`config.mk`:
```
export PLATFORM = sky130hd
export DESIGN_NAME = sopc_system_mul_seq
export DESIGN_NICKNAME = d
export VERILOG_FILES = /design/src/rtl/sopc_system_mul_seq.sv
export SDC_FILE = /design/constraint.sdc
export NUM_CORES = 1
export LEC_CHECK = 0
export ABC_AREA = 1
export CELL_PAD_IN_SITES_DETAIL_PLACEMENT = 2
export CELL_PAD_IN_SITES_GLOBAL_PLACEMENT = 2
export CORE_ASPECT_RATIO = 0.75
export CORE_MARGIN = 10
export CORE_UTILIZATION = 34
export CTS_BUF_LIST = sky130_fd_sc_hd__clkbuf_2 sky130_fd_sc_hd__clkbuf_4 sky130_fd_sc_hd__clkbuf_8
export CTS_CLUSTER_DIAMETER = 50
export DETAILED_ROUTE_END_ITERATION = 16
export PLACE_DENSITY_LB_ADDON = 0.1
export REMOVE_ABC_BUFFERS = 1
export SLEW_MARGIN = 20
export SYNTH_ARGS = -nofsm -noshare
export SYNTH_HDL_FRONTEND = slang
export SYNTH_SLANG_ARGS = --single-unit
```
`constraint.sdc`:
```
create_clock -name clk -period 7.67 [get_ports clk]
set_clock_uncertainty 0.1 [all_clocks]
set_input_delay 1.534 -clock clk [delete_from_list [all_inputs] [get_ports clk]]
set_output_delay 1.534 -clock clk [all_outputs]
set_load 0.1 [all_outputs]
```
`src/rtl/sopc_system_mul_seq.sv`:
```
// ---------------------------------------------------------------------------
// sopc_system_mul_seq
//
// Sequential multiply unit. Multiplies two DATA_W operands by consuming src2
// in SLICE_W-bit slices, adding one DATA_W x SLICE_W partial product per
// cycle into an accumulator. It returns either the low product word or a
// signed/unsigned high word (Nios II mul / mulxss / mulxsu / mulxuu) through
// a valid/ready handshake.
//
// Optional feature macro: SOPC_MUL_SEQ_HI_EN
//   defined   : all four modes, 2*DATA_W accumulator, high-word correction
//   undefined : mode ignored, DATA_W accumulator, result is always low word
//   Latency and handshake are the same in both builds.
//
// Ports:
//   clk        in   rising-edge clock
//   reset_n    in   asynchronous active-low reset
//   in_valid   in   request strobe, accepted when in_valid & in_ready
//   in_ready   out  high while idle
//   mode       in   0 MUL, 1 MULXSS, 2 MULXSU, 3 MULXUU
//   src1       in   multiplicand, captured on accept
//   src2       in   multiplier, captured on accept
//   out_valid  out  one-cycle pulse marking a new result
//   result     out  selected product word, held until the next out_valid
//   busy       out  complement of in_ready
// ---------------------------------------------------------------------------
module sopc_system_mul_seq #(
    parameter int DATA_W  = 32,
    parameter int SLICE_W = 16
) (
    input  logic              clk,
    input  logic              reset_n,
    input  logic              in_valid,
    output logic              in_ready,
    input  logic [1:0]        mode,
    input  logic [DATA_W-1:0] src1,
    input  logic [DATA_W-1:0] src2,
    output logic              out_valid,
    output logic [DATA_W-1:0] result,
    output logic              busy
);

    localparam int N  = DATA_W / SLICE_W;
    localparam int IW = (N > 1) ? $clog2(N) : 1;
`ifdef SOPC_MUL_SEQ_HI_EN
    localparam int ACC_W = 2 * DATA_W;
`else
    localparam int ACC_W = DATA_W;
`endif

    typedef enum logic [1:0] {
        IDLE,
        ACC,
        FIN
    } state_t;

    state_t              state_q, state_d;
    logic [IW-1:0]       idx_q;
    logic [DATA_W-1:0]   src1_q;
    logic [DATA_W-1:0]   mplier_q;
    logic [ACC_W-1:0]    acc_q;
    logic [DATA_W-1:0]   result_q;
    logic                out_valid_q;
    logic                lastSlice;
    logic [ACC_W-1:0]    partialProd;
    logic [DATA_W-1:0]   finWord;
    int                  shAmt;

`ifdef SOPC_MUL_SEQ_HI_EN
    logic [DATA_W-1:0]   src2_q;
    logic [1:0]          mode_q;
    logic                s1neg_q;
    logic                s2neg_q;
    logic [DATA_W-1:0]   hiWord;
`else
    logic                unusedMode;
    assign unusedMode = ^mode;
`endif

    assign lastSlice = (idx_q == IW'(N - 1));

    // State register.
    always_ff @(posedge clk or negedge reset_n) begin
        if (!reset_n) begin
            state_q <= IDLE;
        end else begin
            state_q <= state_d;
        end
    end

    // Next-state logic: one accept cycle, N accumulate cycles, one finish cycle.
    always_comb begin
        state_d = state_q;
        case (state_q)
            IDLE:    if (in_valid)  state_d = ACC;
            ACC:     if (lastSlice) state_d = FIN;
            FIN:     state_d = IDLE;
            default: state_d = IDLE;
        endcase
    end

    // The multiplier register is shifted right each cycle, so the current
    // slice is always its low SLICE_W bits; the partial product is moved up
    // to the slice's weight in the accumulator. The product is formed at
    // accumulator width so the narrow build simply wraps mod 2^DATA_W.
    always_comb begin
        shAmt       = int'(idx_q) * SLICE_W;
        partialProd = (ACC_W'(src1_q) * ACC_W'(mplier_q[SLICE_W-1:0])) << shAmt;
    end

`ifdef SOPC_MUL_SEQ_HI_EN
    // The accumulator holds the unsigned product. Treating a negative
    // operand as signed subtracts 2^DATA_W times the other operand, which
    // only affects the upper word.
    always_comb begin
        hiWord = acc_q[ACC_W-1:DATA_W];
        if (s1neg_q) hiWord = hiWord - src2_q;
        if (s2neg_q) hiWord = hiWord - src1_q;
        finWord = (mode_q == 2'd0) ? acc_q[DATA_W-1:0] : hiWord;
    end
`else
    assign finWord = acc_q;
`endif

    // Datapath: capture operands on accept, accumulate one slice per cycle,
    // register the selected word and pulse out_valid when finishing.
    always_ff @(posedge clk or negedge reset_n) begin
        if (!reset_n) begin
            idx_q       <= '0;
            src1_q      <= '0;
            mplier_q    <= '0;
            acc_q       <= '0;
            result_q    <= '0;
            out_valid_q <= 1'b0;
`ifdef SOPC_MUL_SEQ_HI_EN
            src2_q      <= '0;
            mode_q      <= 2'd0;
            s1neg_q     <= 1'b0;
            s2neg_q     <= 1'b0;
`endif
        end else begin
            out_valid_q <= 1'b0;
            case (state_q)
                IDLE: begin
                    if (in_valid) begin
                        src1_q   <= src1;
                        mplier_q <= src2;
                        acc_q    <= '0;
                        idx_q    <= '0;
`ifdef SOPC_MUL_SEQ_HI_EN
                        src2_q   <= src2;
                        mode_q   <= mode;
                        s1neg_q  <= src1[DATA_W-1] & ((mode == 2'd1) || (mode == 2'd2));
                        s2neg_q  <= src2[DATA_W-1] & (mode == 2'd1);
`endif
                    end
                end
                ACC: begin
                    acc_q    <= acc_q + partialProd;
                    mplier_q <= mplier_q >> SLICE_W;
                    idx_q    <= idx_q + 1'b1;
                end
                FIN: begin
                    result_q    <= finWord;
                    out_valid_q <= 1'b1;
                end
                default: ;
            endcase
        end
    end

    assign in_ready  = (state_q == IDLE);
    assign busy      = (state_q != IDLE);
    assign out_valid = out_valid_q;
    assign result    = result_q;

endmodule

```
Word level (Yosys, flattened, before mapping)
Index checks and enable logic that the tools add are counted.
{"block": "totals", "regBits": 132, "memories": 0, "input_bits": 69, "latch_bits": 0, "out_inout_bits": 35, "romBits": 0, "word_cells": 31, "ram_bits": 0}
{"block": "op_classes", "eq_ne": 4, "div_mod_pow": 0, "bitwise_logic": 0, "n_mul": 1, "n_reduce_logical": 6, "n_lt_le_gt_ge": 0, "shift": 1, "n_mux": 10, "add_sub_neg": 2}
{"op": "$pmux 32 s2", "n": 2}
{"op": "$mux 32", "n": 2}
{"op": "$add 32x32->32", "n": 1}
{"op": "$mul 32x16->32", "n": 1}
{"op": "$shl 32x5->32", "n": 1}
{"op": "$reduce_and 2->1", "n": 3}
{"op": "$mux 2", "n": 2}
{"op": "$ne 2x2->1 const B", "n": 2}
{"op": "$pmux 2 s2", "n": 1}
{"op": "$reduce_bool 2->1", "n": 2}
{"op": "$eq 2x1->1 const B", "n": 1}
{"op": "$eq 2x2->1 const B", "n": 1}
{"op": "$logic_not 2->1", "n": 1}
{"op": "$mux 1", "n": 2}
{"op": "$pmux 1 s2", "n": 1}
{"op": "$add 1x1->1 const B", "n": 1}

Longest topological paths before layout
Gate-level depths: netlist of the first run.
{"block": "logic_depth", "ltp_word": 4, "mapped_depth": 43, "ltp_nobuf": 41}

Worst setup path before layout of the first run
Ideal clock, no wire load.
{"block": "synth_timing", "path_type": "reg-to-reg", "from": "register src1_q[7]", "to": "register acc_q[30]", "path_stages_with_launch": 36, "path_slack_ns": 0.489, "arrival_ns": 6.951, "period_less_slack_ns": 7.181, "path_buffers": 2, "required_time_ns": 7.440, "setup_time_ns": 0.130, "cell_sequence": "dfrtp_1 > clkbuf_1 > clkbuf_1 > nand2_1 > fa_1 > inv_1 > fa_1 > inv_1 > fa_1 > inv_1 > fa_1 > fa_1 > inv_1 > fa_1 > inv_1 > ha_1 > a21oi_1 > a21boi_2 > nand3_2 > a21oi_4 > o21ai_4 > a21o_4 > nand2_2 > nand2_2 > or2_1 > nand3_2 > o21ai_2 > ha_1 > nand2_1 > nor3_1 > nor3b_1 > a221oi_1 > nand2_1 > a21oi_1 > o21ai_0 > o21ai_0"}
{"block": "synth_between", "elab_chain_cells": 4}
{"element": "from (decl)", "line_no": "59", "rtl": "logic [DATA_W-1:0] src1_q;"}
{"element": "from (signal assigned)", "line_no": "146", "rtl": "src1_q <= src1;"}
{"element": "$mul 32x16->32", "line_no": "108", "rtl": "partialProd = (ACC_W'(src1_q) * ACC_W'(mplier_q[SLICE_W-1:0])) << shAmt;"}
{"element": "$shl 32x5->32", "line_no": "108"}
{"element": "$add 32x32->32", "line_no": "159", "rtl": "acc_q <= acc_q + partialProd;"}
{"element": "$pmux 32 s2", "line_no": "143", "rtl": "case (state_q)"}
{"element": "to (signal assigned)", "line_no": "159"}
{"element": "to (decl)", "line_no": "61", "rtl": "logic [ACC_W-1:0] acc_q;"}
No other way between the ends.
A chain may end at the register's enable or synchronous reset.

Worst setup path after layout of the first run
{"block": "layout_timing", "from": "register mplier_q[1]", "to": "register acc_q[30]"}
{"block": "layout_between", "elab_chain_cells": 4}
{"element": "from (decl)", "line_no": "60", "rtl": "logic [DATA_W-1:0] mplier_q;"}
{"element": "from (signal assigned)", "line_no": "147", "rtl": "mplier_q <= src2;"}
{"element": "from (signal assigned)", "line_no": "160", "rtl": "mplier_q <= mplier_q >> SLICE_W;"}
{"element": "$mul 32x16->32", "line_no": "108"}
{"element": "$shl 32x5->32", "line_no": "108"}
{"element": "$add 32x32->32", "line_no": "159"}
{"element": "$pmux 32 s2", "line_no": "143"}
No other way between the ends.

==> flow_metrics.py, run 1 <==
metrics = {
    "critical_path": {
        "cp-start-kind": "register",
        "arrival_ns": 7.98,
        "reg2reg_depth": 36,
        "cpMaxStageDelayCell": "fa_2",
        "r2r-end": "acc_q[30]",
        "path_class": "reg -> reg",
        "endpoint_kind": "register",
        "required_ns": 8.05,
        "r2r-start": "mplier_q[1]",
        "path_max_fanout": 6,
        "cpMostUsedCell": "fa_1",
        "critPathMaxStageDelay_ns": 0.60,
        "r2r_slack_ns": 0.07,
    },
    "yosys": {
        "synth_warnings": 0,
        "async_flop_share_pct": 100,
        "synth_seq_cells": 132,
        "synth-edff-count": 0,
        "syn_avg_cell_area_um2": 7.74,
        "synth_top_area_share_pct": 32.0,
        "synthTopCellsByArea": "fa_1 (32%), dfrtp_1 (17%), nand2_1 (13%)",
        "synth.largest_area_cell": "fa_1",
        "syn_area_um2": 19100,
        "synth_cells": 2464,
        "synth_ff_type": "dfrtp_1",
        "yosysUniqueCellTypes": 54,
        "yosysSeqAreaShare_pct": 17.3,
    },
    "cells_and_area": {
        "num_antenna_cells": 0,
        "syn_to_final_growth_pct": 27.8,
        "drive_above_1_share_pct": 20.4,
        "final_common_cell": "inv_1",
        "finalInstanceArea_um2": 24400,
        "fin_cells": 3487,
        "utilization_pct": 43.7,
        "nNetsFinal": 3213,
        "mostFrequentLayoutCells": "inv_1 (617), nand2_1 (616), fa_1 (293)",
    },
    "routing": {
        "totalWireLength_um": 79300,
        "via_count": 17300,
        "avgViaCountPerCell": 4.95,
        "drt-initial-drc-count": 889,
        "ant_nets": 0,
        "wl_per_cell_um": 22.8,
        "detail_route.drc_violations": 0,
        "first_pass_iters": 5,
    },
    "placement": {
        "dp_cells": 3420,
        "place_area_um2": 22600,
        "port_buffers": 101,
        "place.gp.congestion": 0.851,
        "hpwl_um": 60600,
    },
    "timing": {
        "finalMaxSlewViolations": 0,
        "max_freq_mhz": 132,
        "final_hold_viol_count": 0,
        "rsz0062_at_grt": "yes",
        "finalSetupViolCount": 0,
        "finalCriticalPeriod_ns": 7.60,
        "max_slew_margin_pct": 30.3,
        "worstMarginPinSlew_ns": 1.04,
        "hold_slack_ns": 0.390,
        "fin_crit_sh_pct": 99.1,
    },
    "hold_path": {
        "hold-path-endpoint": "result[23]",
        "min_path_type": "reg -> reg",
        "hold_path_depth": 2,
        "hp-start": "result[23]",
    },
    "floorplan": {
        "dieArea_um2": 66000,
        "die_w_um": 293,
        "start_util_pct": 34.2,
        "core_area_um2": 55700,
        "placementRows": 75,
        "pin_count": 104,
        "chipHeight_um": 225,
    },
    "grt": {
        "grt_pass1_wl_um": 117000,
        "grt_pass1_vias": 19900,
        "grt_usage_pct": 23.2,
        "antenna_found_initial": 0,
        "overflow": 0,
        "grt_max_degree": 69,
    },
    "clock_network": {
        "clock-sinks": 132,
        "clk_pin_slew_ns": 0.11,
        "htreeDepth": 4,
        "ctsRootBufferMaster": "clkbuf_8",
        "clockBufferDepth": 2,
        "clock_latency_ns": 0.57,
        "cts_tree": "built",
        "cts_buffers": 17,
    },
    "run_status": {
        "status": "finished clean",
    },
    "job": {
        "drv_cap": 0,
    },
}
==> metal layers <==
metal  track usage (%)  routed length [µm]  vias up
met2              38.7               38400      276
met4              5.95                1430        0
met3              3.81                2700       84
met5                 0                   0        -
met1              30.9               36800     9127
li1                  -                   -     7779
==> stage by stage <==
stage                     TNS (ns)  worst slack (ns)
final                            0            0.0704
after global routing         -2.53            -0.295
after CTS                  -0.0363           -0.0135
after detailed placement    -0.842            -0.196
after global placement           0            0.0372
after floorplan                  0             0.460
==> flip-flops by register name, summed over array words and instances (netlist names) <==
register and cells:
acc_q 32, idx_q 1, mplier_q 32, out_valid 1, result 32, src1_q 32, state_q 2
==> worst max-delay path by stage <==
stage | startpoint | to | cells past startpoint
floorplan | mplier_q[1] | acc_q[30] | 31
global placement | mplier_q[1] | acc_q[31] | 36
detailed placement | mplier_q[4] | acc_q[29] | 41
CTS | mplier_q[4] | acc_q[28] | 36
global route | mplier_q[1] | acc_q[31] | 40
finish | mplier_q[1] | acc_q[30] | 36
==> cells in the mapped netlist (all sizes together) (2+ instances only) <==
| cell | n |
|---|---|
| o21a | 6 |
| xor2 | 23 |
| nor4 | 2 |
| o21ai | 147 |
| clkinv | 5 |
| fa | 305 |
| a221oi | 3 |
| clkbuf | 100 |
| a21oi | 82 |
| o21bai | 8 |
| nor2 | 75 |
| nor3b | 2 |
| nand3 | 62 |
| inv | 638 |
| nor3 | 10 |
| a31oi | 5 |
| nand4 | 10 |
| o2111ai | 2 |
| a21o | 5 |
| a21boi | 3 |
| buf | 18 |
| o22ai | 14 |
| nand2 | 657 |
| mux2 | 32 |
| or2 | 4 |
| dfrtp | 132 |
| nand3b | 4 |
| xnor2 | 7 |
| ha | 96 |
==> critical path, delay by kind of cell (launching register included) <==
kind	cells	cell delay [ns]
AOI/OAI and AO/OA	11	1.65
buffers and inverters	7	0.72
DFF	1	0.48
adders and majority gates	8	3.53
and+or+nand+nor	10	1.00
==> area by class of cell <==
class,count,area [µm²]
Inverter,643,2420
Clock inverter,15,163
Fill cell,6264,31400
Timing Repair Buffer,378,3550
Multi-Input combinational cell,1571,13800
Sequential cell,132,3320
Tap cell,731,915
Clock buffer,17,234
==> what timing repair did <==
item,CTS,global route
gates resized for setup,22,222
gates cloned,1,5
hold buffers,0,0
setup endpoints to repair,9,16
buffers inserted,1,28
hold endpoints to repair,0,0
pin swaps,4,103
==> kinds of logic (layout without fill, tap and decap cells) <==
kind of cell	after synthesis	after routing	share of synthesized area, %
AO/OA/AOI/OAI	281	281	8.44
AND/OR/NAND/NOR	827	827	17.5
buffers and inverters	761	1053	15.1
flip-flops	132	132	17.3
XOR/XNOR	30	30	1.42
adder cells (fa/ha/maj)	401	401	38.3
multiplexers	32	32	1.89
Power of run 1 is left out: the tool's default activity adds up to more than one toggle a clock period on the data nets, which glitch-free logic cannot reach.
==> inputs of run 2 (changes only) <==
--- a/config.mk
+++ b/config.mk
@@ -10,10 +10,11 @@
 export CELL_PAD_IN_SITES_GLOBAL_PLACEMENT = 2
 export CORE_ASPECT_RATIO = 0.75
 export CORE_MARGIN = 10
-export CORE_UTILIZATION = 34
+export CORE_UTILIZATION = 41
 export CTS_BUF_LIST = sky130_fd_sc_hd__clkbuf_2 sky130_fd_sc_hd__clkbuf_4 sky130_fd_sc_hd__clkbuf_8
 export CTS_CLUSTER_DIAMETER = 50
 export DETAILED_ROUTE_END_ITERATION = 16
+export GPL_ROUTABILITY_DRIVEN = 0
 export PLACE_DENSITY_LB_ADDON = 0.1
 export REMOVE_ABC_BUFFERS = 1
 export SLEW_MARGIN = 20
==> constraint.sdc (replaced) <==
create_clock -name clk -period 9.5 [get_ports clk]
set_clock_uncertainty 0.1 [all_clocks]
set_input_delay 1.9 -clock clk [delete_from_list [all_inputs] [get_ports clk]]
set_output_delay 1.9 -clock clk [all_outputs]
set_load 0.1 [all_outputs]
==> run 2 against run 1 <==
  * Critical path depth up 1
  * Global-route usage up 3.5 points
  * Final area down 14%
  * Via count down 4.5%
  * Sequential cell count unchanged
  * Die area down 16%
  * Worst hold slack worse by 0.0072 ns
  * Non-clock buffer count down 244
  * Utilization up 2.0 points
  * Critical path type unchanged
  * Highest routed layer unchanged
==> flow_metrics.py, run 2 (same netlist as run 1, synthesis figures left out) <==
metrics = {
    "run_status": {
        "status": "finished clean",
    },
    "critical_path": {
        "required_ns": 9.78,
        "path_max_fanout": 19,
        "r2r_slack_ns": 1.03,
        "cp-startpoint": "mplier_q[1]",
        "cp-start-kind": "register",
        "r2r-end": "acc_q[29]",
        "r2r-start": "mplier_q[1]",
        "path_class": "reg -> reg",
        "endpoint_kind": "register",
        "cp-endpoint": "acc_q[29]",
        "cpMaxStageDelayCell": "dfrtp_1",
        "arrival_ns": 8.74,
        "reg2reg_depth": 37,
        "critPathMaxStageDelay_ns": 1.08,
    },
    "clock_network": {
        "ctsRootBufferMaster": "clkbuf_8",
        "ctsHoldBuffers": 0,
        "htreeDepth": 4,
        "cts_buffers": 17,
        "clock_latency_ns": 0.52,
        "ctsResizeCount": 0,
        "clk_pin_slew_ns": 0.12,
        "cts_setup_buffers": 0,
        "clockBufferDepth": 2,
        "clock-sinks": 132,
        "cts_tree": "built",
    },
    "grt": {
        "antenna_found_initial": 1,
        "grt_pass1_vias": 19500,
        "overflow": 0,
        "grt_max_degree": 68,
        "grt_usage_pct": 26.7,
        "grt_pass1_wl_um": 113000,
    },
    "floorplan": {
        "pin_count": 104,
        "dieArea_um2": 55600,
        "chipHeight_um": 207,
        "start_util_pct": 41.5,
        "die_w_um": 269,
        "placementRows": 68,
        "core_area_um2": 45900,
    },
    "cells_and_area": {
        "final_common_cell": "nand2_1",
        "syn_to_final_growth_pct": 10.1,
        "fin_cells": 3107,
        "drive_above_1_share_pct": 5.73,
        "num_antenna_cells": 0,
        "multi_input_area_um2": 12900,
        "mostFrequentLayoutCells": "nand2_1 (644), inv_1 (637), fa_1 (305)",
        "nNetsFinal": 2969,
        "seq_area_um2": 3310,
        "n_fill_cell": 5303,
    },
    "placement": {
        "port_buffers": 101,
        "dp_cells": 3075,
        "hpwl_um": 57400,
    },
    "routing": {
        "avgViaCountPerCell": 5.31,
        "via_count": 16500,
        "ant_nets": 0,
        "detail_route.drc_violations": 0,
        "first_pass_iters": 5,
        "wl_per_cell_um": 22.9,
        "drt-initial-drc-count": 865,
        "totalWireLength_um": 71100,
    },
    "timing": {
        "rsz0062_at_grt": "no",
        "finalMaxSlewViolations": 0,
        "finalSetupViolCount": 0,
        "fin_crit_sh_pct": 89.1,
        "max_slew_margin_pct": 20.7,
        "max_freq_mhz": 118,
        "final_hold_viol_count": 0,
        "setup_tns_ns": 0,
        "worstMarginPinSlew_ns": 1.19,
        "finalCriticalPeriod_ns": 8.47,
    },
    "hold_path": {
        "min_path_type": "reg -> reg",
    },
    "job": {
        "drv_cap": 0,
    },
}
[run 2: changes by cell type in the layout (fill, tap and decap cells not counted), sizes merged]
cell and change:
buf -238, inv -1, clkbuf -5
[run 2: how the worst min path moves through the flow]
stage / start / to / slack [ns] / cells past startpoint
5_1_grt: result[23] / result[23] / 0.42 / 2
2_1_floorplan: acc_q[31] / acc_q[31] / 0.37 / 2
3_5_place_dp: result[23] / result[23] / 0.37 / 2
3_3_place_gp: result[23] / result[23] / 0.36 / 2
4_1_cts: result[23] / result[23] / 0.39 / 2
6_report: result[23] / result[23] / 0.38 / 2
[run 2: per-layer routing]
layer	track usage, %	vias to the layer above	wire length (µm)
met5	0	-	0
met4	6.97	0	1720
met3	4.02	116	3110
met2	45.6	334	34600
met1	35.0	8743	31700
li1	-	7303	-
[run 2: worst max-delay path, delay by kind of cell, from the launching register on]
family	cells	cell delay [ns]
DFF	1	1.08
and+or+nand+nor	13	1.65
AOI/OAI and AO/OA	9	1.10
buffers and inverters	7	0.43
adders and majority gates	8	3.95
[run 2: cell type report]
class,count,area share (%)
multi-input cells,1571,61.4
flip-flops and latches,132,15.8
inverters,643,11.5
repair buffers,134,6.00
well taps,595,3.55
clock buffers,18,1.15
clock inverters,14,0.674
[run 2: through the flow]
step	hold WS [ns]	util (%)	setup WS, ns	instance area (µm²)
2_1_floorplan	0.371	-	2.29	18600
3_3_place_gp	0.359	44.8	1.27	20600
3_5_place_dp	0.367	44.8	0.894	20600
4_1_cts	0.388	45.7	0.834	21000
5_1_grt	0.423	45.7	0.523	21000
6_report	0.382	45.7	1.03	21000
Power of run 2 is left out for the same reason.
